## config.mk

```make
export PLATFORM = sky130hd
export DESIGN_NAME = button_cmd_ctrl
export DESIGN_NICKNAME = d
export VERILOG_FILES = /design/src/rtl/button_cmd_ctrl.sv
export SDC_FILE = /design/constraint.sdc
export NUM_CORES = 1
export LEC_CHECK = 0
export CELL_PAD_IN_SITES_DETAIL_PLACEMENT = 0
export CELL_PAD_IN_SITES_GLOBAL_PLACEMENT = 1
export CORE_ASPECT_RATIO = 1.1
export CORE_UTILIZATION = 25
export DETAILED_ROUTE_END_ITERATION = 7
export DONT_BUFFER_PORTS = 1
export PLACE_DENSITY = 0.56
export SLEW_MARGIN = 20
export SYNTH_ARGS = -nofsm -noshare
export SYNTH_HDL_FRONTEND = slang
export SYNTH_SLANG_ARGS = --single-unit
```

## constraint.sdc

```tcl
create_clock -name clk -period 5.75 [get_ports clk]
set_input_delay 0.8625 -clock clk [delete_from_list [all_inputs] [get_ports clk]]
set_output_delay 0.8625 -clock clk [all_outputs]
set_load 0.02 [all_outputs]
```

## src/rtl/button_cmd_ctrl.sv

```systemverilog
// Front-panel command controller: button edge/auto-repeat events drive a two-field
// edit cycle (mode, gain) that is committed to the datapath over valid/ready.
module button_cmd_ctrl #(
  parameter int unsigned TICK_BITS    = 19,
  parameter int unsigned HOLD_TICKS   = 50,
  parameter int unsigned REPEAT_TICKS = 10,
  parameter int unsigned MODE_W       = 2,
  parameter int unsigned GAIN_W       = 4,
  parameter int unsigned GAIN_INIT    = 8
) (
  input  logic              clk,
  input  logic              reset,
  input  logic              btn_up,
  input  logic              btn_down,
  input  logic              btn_sel,
  input  logic              cfg_ready,
  output logic              cfg_valid,
  output logic [MODE_W-1:0] edit_mode,
  output logic [GAIN_W-1:0] edit_gain,
  output logic [MODE_W-1:0] cfg_mode,
  output logic [GAIN_W-1:0] cfg_gain,
  output logic [1:0]        field
);

  localparam int unsigned HOLD_W = $clog2(HOLD_TICKS + 1);
  localparam logic [GAIN_W-1:0] GainMax  = '1;
  localparam logic [GAIN_W-1:0] GainRst  = GAIN_W'(GAIN_INIT);
  localparam logic [HOLD_W-1:0] HoldLast = HOLD_W'(HOLD_TICKS - 1);
  localparam logic [HOLD_W-1:0] HoldLoad = HOLD_W'(HOLD_TICKS - REPEAT_TICKS);

  typedef enum logic [1:0] {StMode = 2'd0, StGain = 2'd1, StCommit = 2'd2} state_e;

  state_e              state_q, state_d;
  logic [TICK_BITS-1:0] tick_q;
  logic [HOLD_W-1:0]   hold_q, hold_d;
  logic                up_q, down_q, sel_q;
  logic [MODE_W-1:0]   edit_mode_q, edit_mode_d, cfg_mode_q, cfg_mode_d;
  logic [GAIN_W-1:0]   edit_gain_q, edit_gain_d, cfg_gain_q, cfg_gain_d;

  logic tick, ud_onehot, ud_stable, rpt, up_ev, down_ev, sel_ev;

  assign tick      = &tick_q;
  assign ud_onehot = btn_up ^ btn_down;
  assign ud_stable = (btn_up == up_q) && (btn_down == down_q);

  // Shared hold counter; repeat fires on the tick that would bring it to HOLD_TICKS.
  always_comb begin
    hold_d = hold_q;
    rpt    = 1'b0;
    if (!ud_stable || !ud_onehot) begin
      hold_d = '0;
    end else if (tick) begin
      if (hold_q == HoldLast) begin
        rpt    = 1'b1;
        hold_d = HoldLoad;
      end else begin
        hold_d = hold_q + 1'b1;
      end
    end
  end

  assign up_ev   = (btn_up & ~up_q) | (rpt & btn_up);
  assign down_ev = (btn_down & ~down_q) | (rpt & btn_down);
  assign sel_ev  = btn_sel & ~sel_q;

  always_comb begin
    state_d     = state_q;
    edit_mode_d = edit_mode_q;
    edit_gain_d = edit_gain_q;
    cfg_mode_d  = cfg_mode_q;
    cfg_gain_d  = cfg_gain_q;
    unique case (state_q)
      StMode: begin
        if (sel_ev) begin
          state_d = StGain;
        end else if (up_ev && !down_ev) begin
          edit_mode_d = edit_mode_q + 1'b1;
        end else if (down_ev && !up_ev) begin
          edit_mode_d = edit_mode_q - 1'b1;
        end
      end
      StGain: begin
        if (sel_ev) begin
          state_d = StCommit;
        end else if (up_ev && !down_ev && edit_gain_q != GainMax) begin
          edit_gain_d = edit_gain_q + 1'b1;
        end else if (down_ev && !up_ev && edit_gain_q != '0) begin
          edit_gain_d = edit_gain_q - 1'b1;
        end
      end
      StCommit: begin
        if (cfg_ready) begin
          cfg_mode_d = edit_mode_q;
          cfg_gain_d = edit_gain_q;
          state_d    = StMode;
        end
      end
      default: state_d = StMode;
    endcase
  end

  always_ff @(posedge clk or posedge reset) begin
    if (reset) begin
      state_q     <= StMode;
      tick_q      <= '0;
      hold_q      <= '0;
      up_q        <= 1'b0;
      down_q      <= 1'b0;
      sel_q       <= 1'b0;
      edit_mode_q <= '0;
      edit_gain_q <= GainRst;
      cfg_mode_q  <= '0;
      cfg_gain_q  <= GainRst;
    end else begin
      state_q     <= state_d;
      tick_q      <= tick_q + 1'b1;
      hold_q      <= hold_d;
      up_q        <= btn_up;
      down_q      <= btn_down;
      sel_q       <= btn_sel;
      edit_mode_q <= edit_mode_d;
      edit_gain_q <= edit_gain_d;
      cfg_mode_q  <= cfg_mode_d;
      cfg_gain_q  <= cfg_gain_d;
    end
  end

  assign cfg_valid = (state_q == StCommit);
  assign field     = state_q;
  assign edit_mode = edit_mode_q;
  assign edit_gain = edit_gain_q;
  assign cfg_mode  = cfg_mode_q;
  assign cfg_gain  = cfg_gain_q;

endmodule

```

==> metrics.cfg <==
[placed_design]
place_inst = 290
placed_cell_area_sq_um = 2230
place.gp.congestion = 0.734
io_buffers = 0
place_hpwl_mm = 2.73

[routing]
wl_mm = 3.76
dr_total_vias = 1374
viasPerCell = 4.61
first_pass_iters = 4
drt_iter0_drc = 60
routedWlPerCell_microns = 12.6
antenna_left = 0
drc = 0

[critical_path]
r2r_start = tick_q[0]
crit_fanout = 10
cp_data_required_time_ps = 5980
cp_data_arrival_time_ps = 3430
critical-path-top-delay-family = simple AND/OR/NAND/NOR gates
cp_cell_sequence = ha_1 -> nand4_4 -> nor4_4 -> and2_1 -> a31o_2 -> ha_1 -> nand2b_1 -> ha_1 -> nand3_1 -> a211oi_1 -> o211ai_1 -> xnor2_1
crit_start = tick_q[0]
crit_top_cell = ha_1
path_class = reg -> reg
end_kind = flop
critPathSlowestCell = nor4_4
critical_path_depth = 12
startpoint_type = flop
reg2reg_depth = 12
crit_buf_inv = 0
cp_slowest_stage_delay_ps = 480

[sta]
slew_headroom_pct = 53.5
timing.final.crit_share_pct = 55.7
finalSetupViolations = 0
timing.fmax_ghz = 0.312
hold_violations = 0
rsz0062_at_grt = false
maxSlewViolCount = 0
post-route-min-period_ps = 3200
tightest_slew_ps = 695
fin_skew_ps = 9.60
finalSetupTns_ps = 0
timing.hold.ws_ps = 388

[layout]
insertedDiodeCount = 0
seq_area_sq_um = 1050
nets = 205
drive_gt1_share_pct = 13.7
multi_input_area_sq_um = 982
final_cells = 298
finalInstanceArea_sq_um = 2340
fillCellCount = 823
syn_to_final_growth_pct = 11.5

[floorplanning]
dieArea_sq_um = 8770
core-area_sq_um = 8040
die_h_microns = 98.1
start_util_pct = 26.1
die_w_microns = 89.4
io-pin-count = 21
core.rowCount = 34

[clock_tree]
cts_resized = 0
path_clk_slew_ps = 90
tritoncts = yes
cts_max_path_buffers = 2
cts_setup_buffers = 0
ctsRootBufferMaster = clkbuf_8
clkLatencyLatePin_ps = 290
cts_made_buffers = 5
cts_sinks = 42
htree_levels = 2
cts_hold_buffers = 0

[yosys]
synth_top_area_cell = dfrtp_1
synth_xor_area_share_pct = 10.4
yosysWarnings = 0
synth-seq-area-share_pct = 50.2
ys_top_cells_by_area = dfrtp_1, xnor2_1, ha_1
ys_seq_elements = 42
synth_nets = 199
yosys.area_share.simple_pct = 16.6
muxShareOfSynthArea_pct = 4.29
synth_edf_count = 0
syn-cell-area_sq_um = 2100
synth_ff_type = dfrtp_1
ys_async_sr_fraction_pct = 100
ys_types = 41
synth_compound_area_share_pct = 9.12
syn-instance-count = 183
synth_top_area_share_pct = 47.7
synth_top_family_by_area = simple AND/OR/NAND/NOR gates
syn_avg_cell_area_sq_um = 11.5
synthAdderAreaFrac_pct = 6.32

[power_and_ir_drop]
peakVddDrop_mv = 0.153
power.static_leakage_nw = 0.989
p_total_uw = 834
p_per_area_nw_per_um2 = 356

[global_route]
grt_max_degree = 32
grt_pass1_wl_mm = 6.43
overflow = 0
grt_pass1_vias = 1368
antenna_found_initial = 0
track_usage_pct = 9.42

[run_status]
outcome = completed

[job]
cap_violations = 0

[worst_hold_path]
min-delay-path-class = in -> async

## flip-flops by register name (all words and copies together), names as in the netlist
signal	count
up_q	1
hold_q	6
field	2
cfg_gain	4
cfg_mode	2
tick_q	19
down_q	1
sel_q	1
edit_gain	4
edit_mode	2
## through the flow
stage / util, % / worst slack [ps]
4_1_cts: 29.1 / 2540
2_1_floorplan: - / 2750
3_5_place_dp: 27.7 / 2490
5_1_grt: 29.1 / 2300
6_report: 29.1 / 2550
3_3_place_gp: 27.7 / 2520
## power breakdown
part,total [mW],switching (mW),internal (mW)
clock network,0.236,0.107,0.130
logic,0.129,0.0585,0.0706
registers,0.468,0.120,0.348
## per-layer routing
layer  up-vias  global-route usage (%)  part of all wire (%)
li1        652                       -                     -
met1       686                    11.8                    44
met2        30                    15.3                    50
met3         6                    3.13                   5.2
met4         0                    2.56                   1.2
met5         -                       0                     0
## logic make-up after synthesis
| family | Yosys count |
|---|---|
| flops | 42 |
| buf+inv | 16 |
| xor+xnor | 25 |
| simple gates | 57 |
| mux | 8 |
| fa+ha+maj | 10 |
| compound gates | 25 |
## cells in the final DEF, fill, tap and decap left out, types with 3 or more instances in the layout
cell type,n
a21oi_1,3
a31oi_1,4
and3_1,6
and4_1,3
clkbuf_8,5
dfrtp_1,40
ha_1,9
inv_1,13
mux2_2,8
nand2_1,11
nand3_1,9
nand4_1,3
nor2_1,9
xnor2_1,17
xor2_1,8
## final timing paths
path                                 to  slack, ps
setup reg to reg           edit_gain[3]       2550
max in group asynchronous     tick_q[3]       4630
hold / removal              cfg_mode[0]        390
setup / recovery           edit_gain[3]       2550
hold reg to reg               tick_q[0]        470
min in group clk              tick_q[0]        470
## cell usage after synthesis (2+ instances only)
library cell / instances
a211oi_1: 2
a21oi_1: 3
a311oi_1: 2
a31o_1: 2
a31o_2: 2
a31oi_1: 4
and2_1: 2
and3_1: 6
and4_1: 3
dfrtp_1: 40
dfstp_2: 2
ha_1: 9
inv_1: 14
mux2_2: 8
nand2_1: 11
nand2b_1: 2
nand3_1: 9
nand4_1: 3
nand4b_1: 2
nor2_1: 9
nor2b_1: 2
nor4_1: 2
o21ai_0: 2
o21bai_1: 2
xnor2_1: 17
xor2_1: 8
## worst register-to-register path: stages (launching register included)
cell	delay [ps]
dfrtp_1	390
ha_1	270
nand4_4	140
nor4_4	480
and2_1	350
a31o_2	200
ha_1	190
nand2b_1	130
ha_1	350
nand3_1	110
a211oi_1	230
o211ai_1	140
xnor2_1	160
## area by class of cell
type                    count  area share (%)
flip-flops and latches     42            45.0
multi-input cells         125            42.0
well taps                 108            5.77
clock buffers               6            3.10
inverters                  14            2.24
clock inverters             2            1.60
repair buffers              1           0.321
(Power assumes the default switching activity.)
